### config.mk
export PLATFORM = sky130hd
export DESIGN_NAME = mmc_sequencer
export DESIGN_NICKNAME = d
export VERILOG_FILES = /design/src/rtl/mmc_pkg.sv /design/src/rtl/mmc_index_gen.sv /design/src/rtl/mmc_sequencer.sv
export SDC_FILE = /design/constraint.sdc
export NUM_CORES = 1
export LEC_CHECK = 0
export ABC_AREA = 1
export BUFFER_PORTS_ARGS = -buffer_cell sky130_fd_sc_hd__buf_2
export CAP_MARGIN = 5
export CORE_ASPECT_RATIO = 1.75
export CORE_UTILIZATION = 49
export DETAILED_ROUTE_END_ITERATION = 10
export GPL_TIMING_DRIVEN = 0
export PLACE_DENSITY = 0.81
export SLEW_MARGIN = 20
export SYNTH_ARGS = -nofsm -noshare
export SYNTH_HDL_FRONTEND = slang
export SYNTH_HIERARCHICAL = 1
export SYNTH_SLANG_ARGS = --single-unit
export TNS_END_PERCENT = 50
### constraint.sdc
create_clock -name clk -period 1.5 [get_ports clk]
set_input_delay 0.075 -clock clk [delete_from_list [all_inputs] [get_ports clk]]
set_output_delay 0.075 -clock clk [all_outputs]
set_load 0.005 [all_outputs]
### src/rtl/mmc_pkg.sv
// rtl/mmc_pkg.sv - shared types and constants for the matrix-multiply sequencer
package mmc_pkg;

    localparam int N_DEFAULT      = 32;
    localparam int NUM_PE_DEFAULT = 4;
    localparam int MEM_LAT        = 1;
    localparam int ACC_W          = 21;
    localparam int CNT_W          = 5;

    localparam logic [CNT_W-1:0] CLR_VAL = 5'd1;

    typedef enum logic [1:0] {
        S_IDLE  = 2'd0,
        S_RUN   = 2'd1,
        S_DRAIN = 2'd2,
        S_DONE  = 2'd3
    } state_t;

    // Address width for a power-of-two depth, never narrower than one bit.
    function automatic int width_of(input int v);
        return (v > 1) ? $clog2(v) : 1;
    endfunction

endpackage

### src/rtl/mmc_index_gen.sv
// rtl/mmc_index_gen.sv - nested i/g/k loop counter with wrap and last-element flags
module mmc_index_gen
    import mmc_pkg::*;
#(
    parameter int N      = N_DEFAULT,
    parameter int NUM_PE = NUM_PE_DEFAULT,
    localparam int GROUPS = N / NUM_PE,
    localparam int IW     = width_of(N),
    localparam int GW     = width_of(GROUPS)
) (
    input  logic          clk,
    input  logic          rst,
    input  logic          clear,
    input  logic          advance,
    output logic [IW-1:0] i,
    output logic [GW-1:0] g,
    output logic [IW-1:0] k,
    output logic          k_wrap,
    output logic          last
);

    logic g_wrap;
    logic i_wrap;

    assign k_wrap = (k == IW'(N - 1));
    assign g_wrap = (g == GW'(GROUPS - 1));
    assign i_wrap = (i == IW'(N - 1));
    assign last   = k_wrap && g_wrap && i_wrap;

    // k innermost, then g, then i; the last element wraps everything back to zero.
    always_ff @(posedge clk or negedge rst) begin
        if (!rst) begin
            i <= '0;
            g <= '0;
            k <= '0;
        end else if (clear) begin
            i <= '0;
            g <= '0;
            k <= '0;
        end else if (advance) begin
            k <= k_wrap ? '0 : k + IW'(1);
            if (k_wrap) begin
                g <= g_wrap ? '0 : g + GW'(1);
                if (g_wrap) begin
                    i <= i_wrap ? '0 : i + IW'(1);
                end
            end
        end
    end

endmodule

### src/rtl/mmc_sequencer.sv
// rtl/mmc_sequencer.sv - read-address, clear-count and result-write sequencer for the MMC core
module mmc_sequencer
    import mmc_pkg::*;
#(
    parameter int N      = N_DEFAULT,
    parameter int NUM_PE = NUM_PE_DEFAULT,
    localparam int GROUPS = N / NUM_PE,
    localparam int IW     = width_of(N),
    localparam int GW     = width_of(GROUPS),
    localparam int AW_A   = width_of(N * N),
    localparam int AW_B   = width_of(N * N / NUM_PE)
) (
    input  logic             clk,
    input  logic             rst,
    input  logic             start,
    output logic             busy,
    output logic             done,
    output logic [AW_A-1:0]  addr_a,
    output logic [AW_B-1:0]  addr_b,
    output logic             rd_en,
    output logic [CNT_W-1:0] counter0,
    output logic             wr_en,
    output logic [AW_B-1:0]  wr_addr
);

    state_t        state;
    state_t        state_next;
    logic          drain_cnt;
    logic          clear;
    logic [IW-1:0] i;
    logic [GW-1:0] g;
    logic [IW-1:0] k;
    logic          k_wrap;
    logic          last;
    logic          p1_valid;
    logic [IW-1:0] p1_i;
    logic [GW-1:0] p1_g;

    mmc_index_gen #(
        .N      (N),
        .NUM_PE (NUM_PE)
    ) u_index_gen (
        .clk     (clk),
        .rst     (rst),
        .clear   (clear),
        .advance (rd_en),
        .i       (i),
        .g       (g),
        .k       (k),
        .k_wrap  (k_wrap),
        .last    (last)
    );

    // Strides are powers of two, so i*N+k and k*GROUPS+g are plain bit concatenations.
    assign addr_a = {i, k};
    assign addr_b = {k, g};

    always_ff @(posedge clk or negedge rst) begin
        if (!rst) begin
            state     <= S_IDLE;
            drain_cnt <= 1'b0;
        end else begin
            state     <= state_next;
            drain_cnt <= (state == S_DRAIN) && !drain_cnt;
        end
    end

    always_comb begin
        state_next = state;
        busy       = 1'b0;
        done       = 1'b0;
        rd_en      = 1'b0;
        clear      = 1'b0;
        case (state)
            S_IDLE: begin
                if (start) begin
                    clear      = 1'b1;
                    state_next = S_RUN;
                end
            end
            S_RUN: begin
                busy  = 1'b1;
                rd_en = 1'b1;
                if (last) begin
                    state_next = S_DRAIN;
                end
            end
            S_DRAIN: begin
                busy = 1'b1;
                if (drain_cnt) begin
                    state_next = S_DONE;
                end
            end
            S_DONE: begin
                done       = 1'b1;
                state_next = S_IDLE;
            end
            default: state_next = S_IDLE;
        endcase
    end

    // Clear count lines up with the returning read data one cycle later.
    always_ff @(posedge clk or negedge rst) begin
        if (!rst) begin
            counter0 <= '0;
        end else begin
            counter0 <= rd_en ? (CNT_W'(k) + CNT_W'(1)) : '0;
        end
    end

    // Two-stage write pipe: last read -> data on bus -> sum registered in the units.
    always_ff @(posedge clk or negedge rst) begin
        if (!rst) begin
            p1_valid <= 1'b0;
            p1_i     <= '0;
            p1_g     <= '0;
            wr_en    <= 1'b0;
            wr_addr  <= '0;
        end else begin
            p1_valid <= rd_en && k_wrap;
            if (rd_en && k_wrap) begin
                p1_i <= i;
                p1_g <= g;
            end
            wr_en <= p1_valid;
            if (p1_valid) begin
                wr_addr <= {p1_i, p1_g};
            end
        end
    end

endmodule

Word level (Yosys, flattened, before mapping). Index checks and enable logic that the tools add are counted.

Bits in registers: 39. Bits in latches: 0. RAM bits: 0. Memory bits (read-only): 0. Input bits: 3. Memories: 0.

Add/sub/neg operators: 3. Multipliers: 0. Divide/modulo/power cells: 0. $lt $le $gt $ge: 0. Eq/ne operators: 9. Shift-type cells: 0. Multiplexer cells: 22. Bitwise gates (word level): 0. Reduce and logical (&&, ||, !) cells: 13.

Operators by type and width (number): 5-bit 2-to-1 mux (9); 3-bit 2-to-1 mux (4); 5-bit by 1-bit adder with 5-bit output, second input constant (2); 5-bit == test, second input constant (2); 2-bit case mux with 4 select lines (1); 2-bit 2-to-1 mux (3); 2-bit != test, second input constant (3); 3-bit AND reduction (2); 2-bit nonzero test (3); 1-bit 2-to-1 mux (5); 2-bit == test, second input constant (2); 1-bit logical AND (4); 3-bit by 1-bit adder with 3-bit output, second input constant (1); 3-bit == test, second input constant (1); 2-bit by 1-bit == test with 1-bit output, second input constant (1); 2-bit logical NOT (1); 2-bit AND reduction (1); 2-bit OR reduction (1); 1-bit logical NOT (1).

Logic depth before layout (Yosys ltp). Gate-level depths: netlist of run 1.

Depth after elaboration: 6. Mapped depth: 11. Gate-level depth less buffers: 11.

Cells and area by module. Netlist of run 1, hierarchy kept.

Modules (own cells, without submodules): mmc_sequencer (instances 1, cells each 112, area each 1176.1 sq um, sequential area each 650.6 sq um); mmc_index_gen (instances 1, cells each 92, area each 728.2 sq um, sequential area each 325.3 sq um).

Least setup slack after synthesis of run 1. No wires, ideal clock.

Path kind: reg-to-reg. Start: reg u_index_gen.k[0]. End: reg u_index_gen.i[3]. Arrival time: 1.532 ns. Path slack: -0.148 ns. Stages on the path, launching flop included: 9. Path buffers: 0. Clock period less this slack: 1.648 ns. Cells stage by stage: dfrtp_1 -> ha_1 -> nand2_1 -> nor2_1 -> ha_1 -> a21oi_1 -> nor2_1 -> nand3_1 -> nand2_1.

Longest elaborated chain between the ends: 3.

RTL lines: start: declaration (line mmc_index_gen.sv:17) `output logic [IW-1:0] k,`; start signal: assignment (line mmc_index_gen.sv:41) `k <= k_wrap ? '0 : k + IW'(1);`; 5-bit == test (line mmc_index_gen.sv:25) `assign k_wrap = (k == IW'(N - 1));`; via k_wrap (line mmc_sequencer.sv:33) `logic k_wrap;`; 2-bit nonzero test (no source line); 3-bit AND reduction (no source line); end signal: assignment (line mmc_index_gen.sv:45) `i <= i_wrap ? '0 : i + IW'(1);`; end: declaration (line mmc_index_gen.sv:15) `output logic [IW-1:0] i,`.

The timed path passes the listed nets, and every way through them passes these cells. A chain may end at the register's enable or synchronous reset.

Final worst setup path of run 1.
Start: reg u_index_gen.i[1]. End: reg state[0].

Longest elaborated chain between the ends: 4.

RTL lines: 5-bit == test (line mmc_index_gen.sv:27) `assign i_wrap = (i == IW'(N - 1));`; 1-bit logical AND (line mmc_index_gen.sv:28) `assign last = k_wrap && g_wrap && i_wrap;`; via last (line mmc_sequencer.sv:34) `logic last;`; 2-bit != test (no source line); 3-bit AND reduction (no source line); end signal: assignment (line mmc_sequencer.sv:63) `state <= state_next;`; end: declaration (line mmc_sequencer.sv:26) `state_t state;`.

The timed path passes the listed nets, and every way through them passes these cells.

==> results of run 1 <==
-- cells by family after synthesis --
group | Yosys count | synth area share (%)
adder cells (fa/ha/maj) | 12 | 7.884
multiplexers | 8 | 6.308
flip-flops | 39 | 51.25
AND/OR/NAND/NOR | 100 | 22.47
buffers and inverters | 33 | 8.542
AO/OA/AOI/OAI | 12 | 3.548
-- cells in the mapped netlist (all sizes together) --
| cell type | n |
|---|---|
| a21oi | 4 |
| buf | 7 |
| dfrtp | 39 |
| ha | 12 |
| inv | 26 |
| mux2 | 8 |
| nand2 | 66 |
| nand3 | 12 |
| nand4 | 3 |
| nor2 | 19 |
| o21ai | 8 |
-- worst min path at each step --
stage,startpoint,endpoint,depth (start not counted)
floorplan,rst,counter0[0],0
global placement,rst,counter0[3],1
detailed placement,rst,counter0[3],1
CTS,start,state[1],5
global route,start,state[1],5
finish,start,state[1],5
-- timing repair --
action                                  4_1_cts  5_1_grt
endpoints found under the setup margin       16       18
buffers inserted                              9        4
resized for setup                            12       17
hold buffers                                  1        0
pin swaps                                     2       14
endpoints found under the hold margin        39        0
cloned                                        0        0
-- critical path, stage by stage (launching register included) --
cell,delay (ns)
dfrtp_1,0.36
ha_2,0.20
nand2_2,0.07
nor2_2,0.12
ha_2,0.20
nand2_1,0.05
nor2_1,0.08
inv_1,0.07
nand2_2,0.08
nand3_2,0.08
nand2_1,0.07
nand2_1,0.05
-- per-stage QoR --
stage	TNS, ns	utilization, %
floorplan	-0.2082	-
global placement	-1.382	58.79
detailed placement	-1.654	58.79
CTS	-0.04199	64.49
global route	-0.9147	66.81
finish	-0.07762	66.81
-- registers in the layout (all words and copies together), names as in the netlist, 2 cells and up --
signal         cells
u_index_gen/k      5
counter0           5
p1_i               5
p1_g               3
wr_addr            8
state              2
u_index_gen/g      3
u_index_gen/i      5
-- routing by layer --
layer  routed length [um]  vias to the layer above  track usage [%]  share of wire, %
met3                  149                       13            4.348               3.8
li1                     -                      748                -                 -
met4                   98                        0            9.091               2.5
met1                 1537                      721            21.71                40
met2                 2090                       46            35.37                54
met5                    0                        -                0                 0
-- cell usage in the layout, fill, tap and decap left out, types with 2 or more instances in the layout --
| cell type | netlist | layout |
|---|---|---|
| a21oi_1 | 4 | 3 |
| buf_2 | 0 | 37 |
| buf_4 | 5 | 18 |
| buf_6 | 2 | 2 |
| clkbuf_8 | 0 | 6 |
| dfrtp_1 | 39 | 36 |
| dfrtp_2 | 0 | 3 |
| ha_1 | 12 | 7 |
| ha_2 | 0 | 3 |
| ha_4 | 0 | 2 |
| inv_1 | 25 | 22 |
| inv_2 | 0 | 2 |
| mux2_4 | 8 | 8 |
| nand2_1 | 63 | 59 |
| nand2_2 | 1 | 4 |
| nand2_4 | 2 | 3 |
| nand3_1 | 12 | 11 |
| nand4_1 | 3 | 3 |
| nor2_1 | 16 | 12 |
| nor2_2 | 2 | 2 |
| nor2_4 | 1 | 5 |
| o21ai_0 | 5 | 5 |
| o21ai_2 | 2 | 3 |
-- power by group through the flow --
stage	clock network (uW)	registers (uW)	logic, uW
after floorplan	0	1430	795
after global placement	0	1450	1140
after detailed placement	0	1450	1180
after CTS	713	1380	1450
after global routing	756	1420	1780
final	698	1400	1590
-- area by class of cell --
cell class                      count  share of cell area (%)
Buffer                              7                   2.453
Inverter                           26                   4.394
Sequential cell                    39                   40.01
Timing Repair Buffer               51                   11.96
Tap cell                           46                   2.351
Clock inverter                      1                  0.2044
Clock buffer                        6                   3.373
Multi-Input combinational cell    132                   35.26
==> metrics.md, run 1 <==
| Metric | Value |
|---|---|
| Outcome | `complete, but fails checks` |
| Failing checks | `negative setup slack` |
| Post-DP HPWL | `2.490 mm` |
| F_max | `648.8 MHz` |
| Worst ir drop on vdd | `0.001077 V` |
| Hold Crit Class | `in2reg` |
| MaxCap Viol Count | `0` |
| H-tree depth | `2` |
| Footprint of the multi-input gates | `863.3 um2` |
| Slew Viols, Final | `0` |
| First-pass GRT wire length | `6.327 mm` |
| # clock sinks | `39` |
| Initial antenna violation count | `0` |
| Worst-path clk slew | `0.07 ns` |
| Crit. Startpoint | `u_index_gen/i[1]` |
| Netlist cell types | `19` |
| Grt ovf | `0` |
| Worst Reg-to-Reg Cells | `11` |
| Design area | `2449 um2` |
| Slew HR | `44.50%` |
| Area growth syn-to-layout | `28.58%` |
| YS warnings | `6` |
| Worst R2R End | `state[0]` |
| Initial Util | `51.96%` |
| # setup viols final | `4` |
| Worst setup margin | `-0.04125 ns` |
| Max Fanout on Critical Path | `3` |
| Slew @ Worst Pin | `0.8325 ns` |
| Final hold viol count | `0` |
| Internal | `2317 uW` |
| Synth Register Bits | `39` |
| Via count | `1,528` |
| Critical path destination | `state[0]` |
| Cell area after placement | `2155 um2` |
| Pin count of the biggest net entering global routing | `40` |
| GRT Util Overall | `19.81%` |
| Final Skew | `0.004703 ns` |
| Power density over cell area | `1506 nW/um2` |
| Bufs on Longest Clock Path | `2` |
| Psw | `1371 uW` |
| # diodes | `0` |
| CP Capture Type | `register` |
| Final WL | `3.877 mm` |
| Crit Path Category | `reg2reg` |
| Share of the synthesized area in the top cell type | `51.25%` |
| Seq/Total Area, Yosys | `51.25%` |
| Pleak | `0.001413 uW` |
| Skew-Pair Late Insertion Delay | `0.28 ns` |
| Placeable Area | `3665 um2` |
| Fillers | `301` |
| Final nets | `277` |
| Drt first pass iters | `4` |
| Clock power share | `18.9%` |
| I/O Buffers | `37` |
| Total power | `3688 uW` |
| Cells after DPL | `287` |
| Layout cells sized above 1 | `39.31%` |
| Avg Inst Size Synth | `9.335 um2` |
| CP required | `1.68 ns` |
| Hold slack | `0.2135 ns` |
| Residual DRC count | `0` |
| Post-Syn Area | `1904 um2` |
| Tmin final | `1.541 ns` |
| Row cnt | `29` |
| Startpoint class of the critical path | `register` |
| Final period utilization | `102.8%` |
| Worst path arrival time | `1.72 ns` |
| Switch share | `37.17%` |
| Largest cells by area after synthesis | `dfrtp_1 51%, nand2_1 12%, ha_1 7.9%, mux2_4 6.3%, inv_1 4.9%` |
| Global placement routability congestion | `0.7682` |
| RR Startpoint | `u_index_gen/i[1]` |
| CTS root buf | `clkbuf_8` |
| Sequential power share | `37.9%` |
| Post-synth top area cell | `dfrtp_1` |
| Die area | `4150 um2` |
| CTS tree | `built` |
| Logic pwr share | `43.2%` |
| Pre-CTS WS | `-0.1838 ns` |
| Chip Width | `49.13 um` |
| R2R Setup Slk | `-0.04 ns` |
| Syn nets | `219` |
| Top-level I/O count | `38` |
| Vias in the first global route | `1,470` |
| CTS buffer count | `5` |
| Iteration-0 DRC Markers | `41` |
| Final cell count without fillers | `308` |
| Antenna viol nets, final | `0` |
| Unrepaired setup endpoints after global routing | `true` |
| FF/Latch Area | `979.7 um2` |
| Drt via density | `4.961` |
| Die Y | `84.47 um` |
| DR WL/cell | `12.59 um` |
| Mapped Cells | `204` |
No activity file was read; power rests on OpenSTA's default activity.
==> run 2, diff against run 1 <==
--- a/config.mk
+++ b/config.mk
@@ -13,5 +13,5 @@
 export DETAILED_ROUTE_END_ITERATION = 10
 export GPL_TIMING_DRIVEN = 0
-export PLACE_DENSITY = 0.81
+export PLACE_DENSITY = 0.79
 export SLEW_MARGIN = 20
 export SYNTH_ARGS = -nofsm -noshare
==> constraint.sdc (replaced) <==
create_clock -name clk -period 1.5 [get_ports clk]
set_input_delay 0.075 -clock clk [delete_from_list [all_inputs] [get_ports clk]]
set_output_delay 0.075 -clock clk [all_outputs]
set_load 0.01 [all_outputs]
==> run 2 against run 1 <==
  * The flow still finishes with violations (negative setup slack)
  * Global-route usage fell by 0.098 points
  * First-iteration DRC count shrank 9.8%
  * Setup slack got worse by 0.039 ns
  * Maximum frequency is 2.5% lower
  * Clock skew grew 0.00075 ns
  * Power rose by 4.1%
  * Critical path depth shrank 2
  * Via count decreased by 2.6%
  * Combinational power about the same
  * Sequential cell count did not move
  * Clock power increased by 25%
  * Register-to-register slack lost 0.04 ns
  * Critical path type unchanged
  * Largest power group unchanged
  * Highest routed layer unchanged
==> metrics.md, run 2 (synthesis gave the netlist of run 1 again) <==
| Metric | Value |
|---|---|
| Largest delay share family, worst path | `flip-flops` |
| Bufs on Longest Clock Path | `2 (unchanged)` |
| Slew HR | `44.17% (-0.34 points)` |
| Max Fanout on Critical Path | `7 (+4)` |
| CTS root buf | `clkbuf_8` |
| Hold Crit Class | `in2reg` |
| Worst Reg-to-Reg Cells | `9 (-2)` |
| Antenna viol nets, final | `0 (unchanged)` |
| Failing checks | `negative setup slack` |
| Tmin final | `1.580 ns (+0.03924 ns)` |
| Post-DP HPWL | `2.486 mm (-0.15%)` |
| Outcome | `complete, but fails checks` |
| # setup viols final | `9 (+5)` |
| Initial Util | `51.96% (unchanged)` |
| Final Skew | `0.005456 ns (+0.0007535 ns)` |
| Worst setup margin | `-0.08050 ns (-0.03924 ns)` |
| Grt ovf | `0 (unchanged)` |
| Final nets | `273 (-1.4%)` |
| Initial antenna violation count | `0 (unchanged)` |
| Via count | `1,488 (-2.6%)` |
| CTS tree | `built` |
| Skew-Pair Late Insertion Delay | `0.29 ns (about the same)` |
| Die area | `4150 um2 (unchanged)` |
| Layout cells sized above 1 | `37.45% (-1.9 points)` |
| Final period utilization | `105.4% (+2.6 points)` |
| Startpoint class of the critical path | `register` |
| Die Y | `84.47 um (unchanged)` |
| CP required | `1.69 ns (about the same)` |
| Hold Path End | `state[1]` |
| Area growth syn-to-layout | `26.74%` |
| MaxCap Viol Count | `0 (unchanged)` |
| Most common cell after layout, fill and taps aside | `nand2_1` |
| # diodes | `0 (unchanged)` |
| Met2 Wirelength | `1.928 mm (-7.8%)` |
| Crit Path Category | `reg2reg` |
| Row cnt | `29 (unchanged)` |
| CP Capture Type | `register` |
| Power density over cell area | `1590 nW/um2 (+5.6%)` |
| Final cell count without fillers | `305 (-0.97%)` |
| I/O Buffers | `37 (unchanged)` |
| Max reg flops | `8 (unchanged)` |
| Placeable Area | `3665 um2 (unchanged)` |
| CP max-delay cell | `dfrtp_2` |
| Pin count of the biggest net entering global routing | `40 (unchanged)` |
| Pleak | `0.001387 uW (-1.9%)` |
| Final WL | `3.627 mm (-6.4%)` |
| Fillers | `301 (unchanged)` |
| Worst-path clk slew | `0.08 ns (about the same)` |
| Final hold viol count | `0 (unchanged)` |
| Metal-1 WL | `1.515 mm (-1.4%)` |
| F_max | `632.7 MHz (-2.5%)` |
| Worst path arrival time | `1.77 ns (+0.05 ns)` |
| Worst ir drop on vdd | `0.001060 V (-1.6%)` |
| Slew @ Worst Pin | `0.8375 ns (+0.005048 ns)` |
| Vias in the first global route | `1,464 (-0.41%)` |
| Worst R2R End | `u_index_gen/i[1]` |
| Top-level I/O count | `38 (unchanged)` |
| Cells after DPL | `287 (unchanged)` |
| Slew Viols, Final | `0 (unchanged)` |
| # clock sinks | `39 (unchanged)` |
| Hold path startpoint | `start` |
| Top reg by flops | `wr_addr` |
| Drt first pass iters | `4 (unchanged)` |
| CTS buffer count | `5 (unchanged)` |
| Residual DRC count | `0 (unchanged)` |
| Unrepaired setup endpoints after global routing | `true` |
| Crit path largest cell delay | `0.43 ns (+0.07 ns)` |
| CP bufs+invs | `1 (unchanged)` |
| H-tree depth | `2 (unchanged)` |
| Met3 WL | `123 um (-17%)` |
| Worst hold path depth | `5 (unchanged)` |
| Global placement routability congestion | `0.7645 (-0.48%)` |
| RR Startpoint | `u_index_gen/k[0]` |
| DR WL/cell | `11.89 um (-5.5%)` |
| Iteration-0 DRC Markers | `37 (-9.8%)` |
| Crit-path cells | `ha_4 > nand2_1 > nor2_2 > ha_2 > buf_4 > a21oi_4 > nor2_2 > nand3_1 > nand2_1` |
| Chip Width | `49.13 um (unchanged)` |
| First-pass GRT wire length | `6.279 mm (-0.76%)` |
| Pre-CTS WS | `-0.1312 ns (+0.05252 ns)` |
| Highest routed metal layer | `met4` |
| Drt via density | `4.879 (-1.7%)` |
| GRT Util Overall | `19.71% (-0.098 points)` |
| R2R Setup Slk | `-0.08 ns (-0.04 ns)` |
| Most frequent cells in the layout | `62 x nand2_1, 37 x buf_2, 35 x dfrtp_1` |
run 2: cell types whose count changed in the layout (fill, tap and decap cells not counted), sizes merged:
cell    change
bufinv      +1
clkbuf      -1
inv         +1
buf         -4
run 2: final cells by class:
class / instances / area, um2 / share of cell area [%]
Clock inverter: 3 / 43.79 / 1.814
Inverter: 26 / 105.1 / 4.355
Buffer: 7 / 60.06 / 2.488
Clock buffer: 5 / 68.82 / 2.851
Sequential cell: 39 / 980.9 / 40.64
Tap cell: 46 / 57.56 / 2.385
Timing Repair Buffer: 47 / 262.8 / 10.89
Multi-Input combinational cell: 132 / 834.6 / 34.58
run 2: where the power goes:
| group | switching, uW | total, uW | internal, uW | leakage (uW) |
|---|---|---|---|---|
| Sequential | 159 | 1400 | 1240 | 0.000525 |
| Combinational | 912 | 1570 | 657 | 0.000804 |
| Clock | 375 | 870 | 495 | 0.0000581 |
run 2: tightest hold or removal path: stages:
cell     delay (ns)
buf_2          0.10
inv_1          0.04
nand2_1        0.08
nand4_1        0.11
nand2_1        0.05
run 2: worst max path at each step:
stage	start	endpoint	slack (ns)	cells after the start
6_report	u_index_gen/k[0]	u_index_gen/i[1]	-0.08	9
5_1_grt	u_index_gen/i[1]	state[0]	-0.17	11
4_1_cts	u_index_gen/k[0]	state[0]	-0.02	11
3_5_place_dp	u_index_gen/k[0]	state[0]	-0.13	11
3_3_place_gp	u_index_gen/k[0]	u_index_gen/i[1]	-0.10	8
2_1_floorplan	u_index_gen/k[0]	state[1]	-0.006	11
run 2: routing by layer:
layer / vias to the layer above / global-route usage [%]
met2: 23 / 33.75
li1: 745 / -
met4: 0 / 11.76
met5: - / 0
met3: 5 / 5.616
met1: 715 / 20.92
run 2: what timing repair did:
action,CTS,global route
pin swaps,0,3
hold endpoints to repair,39,0
setup buffers,7,2
endpoints found under the setup margin,13,21
hold buffers,1,0
cloned,0,0
gates resized for setup,7,9
run 2: stage by stage:
step	hold slack (ns)	instance area, um2	setup TNS [ns]	total power [uW]	utilization [%]
after floorplan	-0.2206	1934	-0.01169	2354	-
after global placement	0.2168	2177	-0.7587	2735	59.41
after detailed placement	0.2235	2177	-1.110	2783	59.41
after CTS	0.1924	2374	-0.09947	3793	64.77
after global routing	0.2823	2414	-1.514	4125	65.86
final	0.1958	2414	-0.4080	3838	65.86
==> run 3, diff against run 2 <==
Settings changed: CORE_MARGIN from default to 8, PLACE_DENSITY 0.79 to 0.75.
==> run 3 against run 2 <==
  * The flow still finishes with violations (negative setup slack)
  * Combinational power is 13% higher
  * Sequential share of layout area is 1.6 points lower
  * Critical path depth is 2 higher
  * Sequential cell count stayed put
  * Setup slack better by 0.037 ns
  * Power is 6.1% higher
  * Die area is 50% higher
  * Non-clock buffer count is 7 higher
  * Clock-buffer cell count is 1 higher
  * Maximum frequency is 2.4% higher
  * Final area is 4.1% higher
  * Clock skew is 0.0029 ns lower
  * Largest cell class unchanged
==> metrics.md, run 3 (synthesis gave the netlist of run 1 again) <==
| Metric | Value |
|---|---|
| Drt via density | `4.844 (-0.71%)` |
| I/O Buffers | `37 (unchanged)` |
| Final cell count without fillers | `314 (+3.0%)` |
| Chip Width | `63.13 um (+28%)` |
| Layout cells sized above 1 | `41.35% (+3.9 points)` |
| First-pass GRT wire length | `6.865 mm (+9.3%)` |
| Top reg by flops | `wr_addr` |
| Row cnt | `30 (+3.4%)` |
| Final nets | `280 (+2.6%)` |
| Final Skew | `0.002525 ns (-0.002931 ns)` |
| Worst path arrival time | `1.73 ns (-0.04 ns)` |
| DR WL/cell | `12.98 um (+9.2%)` |
| Worst ir drop on vdd | `0.001248 V (+18%)` |
| Cell area after placement | `2180 um2 (+0.11%)` |
| Most frequent cells in the layout | `60 x nand2_1, 37 x buf_2, 35 x dfrtp_1` |
| Skew-Pair Late Insertion Delay | `0.29 ns (about the same)` |
| Most common cell after layout, fill and taps aside | `nand2_1` |
| Fillers | `300 (-0.33%)` |
| Drt first pass iters | `4 (unchanged)` |
| CP required | `1.69 ns (about the same)` |
| Pleak | `0.001424 uW (+2.7%)` |
| CTS tree | `built` |
| Initial antenna violation count | `0 (unchanged)` |
| CP Capture Type | `register` |
| Global placement routability congestion | `0.7684 (+0.51%)` |
| Worst R2R End | `state[0]` |
| Slew Viols, Final | `0 (unchanged)` |
| Final hold viol count | `0 (unchanged)` |
| Design area | `2514 um2 (+4.1%)` |
| Power density over cell area | `1621 nW/um2 (+1.9%)` |
| Antenna viol nets, final | `0 (unchanged)` |
| Die area | `6216 um2 (+50%)` |
| Iteration-0 DRC Markers | `28 (-24%)` |
| Pre-CTS WS | `-0.1218 ns (+0.009472 ns)` |
| H-tree depth | `2 (unchanged)` |
| Bufs on Longest Clock Path | `2 (unchanged)` |
| Die Y | `98.47 um (+17%)` |
| Setup TNS | `-0.1151 ns (+0.2929 ns)` |
| Worst-path clk slew | `0.07 ns (about the same)` |
| F_max | `648.0 MHz (+2.4%)` |
| CTS buffer count | `5 (unchanged)` |
| Final WL | `4.077 mm (+12%)` |
| Via count | `1,521 (+2.2%)` |
| Slew HR | `42.68% (-1.5 points)` |
| GRT Util Overall | `13.74% (-6.0 points)` |
| # setup viols final | `3 (-6)` |
| Vias in the first global route | `1,514 (+3.4%)` |
| Final period utilization | `102.9% (-2.5 points)` |
| Placeable Area | `3791 um2 (+3.4%)` |
| MaxCap Viol Count | `0 (unchanged)` |
| Worst setup margin | `-0.04315 ns (+0.03735 ns)` |
| Unrepaired setup endpoints after global routing | `true` |
| Max Fanout on Critical Path | `3 (-4)` |
| Residual DRC count | `0 (unchanged)` |
| Initial Util | `50.23% (-1.7 points)` |
| Worst Reg-to-Reg Cells | `11 (+2)` |
| FF/Latch Area | `980.9 um2 (unchanged)` |
| Cells after DPL | `289 (+0.70%)` |
| Slew @ Worst Pin | `0.8598 ns (+0.02227 ns)` |
| Top-level I/O count | `38 (unchanged)` |
| Hold Crit Class | `in2reg` |
| Max reg flops | `8 (unchanged)` |
| Failing checks | `negative setup slack` |
| Worst hold path depth | `5 (unchanged)` |
| # clock sinks | `39 (unchanged)` |
| RR Startpoint | `u_index_gen/i[1]` |
| Grt ovf | `0 (unchanged)` |
| Footprint of the multi-input gates | `872.1 um2 (+4.5%)` |
| Outcome | `complete, but fails checks` |
| Crit Path Category | `reg2reg` |
| Hold Path End | `state[1]` |
| Pin count of the biggest net entering global routing | `40 (unchanged)` |
| Tmin final | `1.543 ns (-0.03735 ns)` |
| Post-DP HPWL | `2.660 mm (+7.0%)` |
| CTS root buf | `clkbuf_8` |
| R2R Setup Slk | `-0.04 ns (+0.04 ns)` |
| Startpoint class of the critical path | `register` |
| Area growth syn-to-layout | `32.00%` |
| # diodes | `0 (unchanged)` |
| Hold path startpoint | `start` |
## run 3: stage by stage
step	hold WS, ns	power [uW]	utilization, %
2_1_floorplan	-0.2206	2354	-
3_3_place_gp	0.2379	2755	57.49
3_5_place_dp	0.2410	2787	57.49
4_1_cts	0.1927	3794	62.34
5_1_grt	0.2603	4386	66.30
6_report	0.2122	4074	66.30
## run 3: layout make-up
class                   instances  area share (%)
repair buffers                 54           12.54
multi-input cells             132           34.69
well taps                      48           2.389
flip-flops and latches         39           39.02
clock buffers                   6           3.285
plain buffers                   7           2.389
clock inverters                 2           1.394
inverters                      26           4.281
## run 3: repair_timing
action,CTS,global route
resized for setup,5,22
hold buffers,1,0
endpoints found under the hold margin,39,0
pin swaps,1,14
setup buffers,6,10
setup endpoints to repair,13,22
## run 3: worst max-delay path by stage
stage	to	depth (start not counted)	slack, ns	from
CTS	u_index_gen/i[3]	8	-0.02	u_index_gen/k[0]
floorplan	state[1]	11	-0.006	u_index_gen/k[0]
detailed placement	state[0]	11	-0.12	u_index_gen/k[0]
finish	state[0]	11	-0.04	u_index_gen/i[1]
global route	state[0]	11	-0.20	u_index_gen/i[1]
global placement	state[0]	11	-0.1	u_index_gen/k[0]
## run 3: power by group
part / switching, uW / internal, uW / total, uW
combinational: 989 / 789 / 1780
sequential: 155 / 1240 / 1390
clock: 364 / 538 / 902
## run 3: routing by layer
metal,vias up,track usage [%],share of wire [%]
met2,30,23.95,55
met4,0,9.541,3.9
met3,13,3.864,4.3
met5,-,0,0
met1,721,13.57,37
li1,757,-,-
## run 3: critical path: stages (launching register included)
cell	delay, ns
dfrtp_1	0.37
ha_2	0.20
nand2_2	0.07
nor2_2	0.12
ha_2	0.22
nand2_1	0.06
nor2_1	0.10
inv_1	0.05
nand2_2	0.07
nand3_2	0.09
nand2_1	0.06
nand2_1	0.04
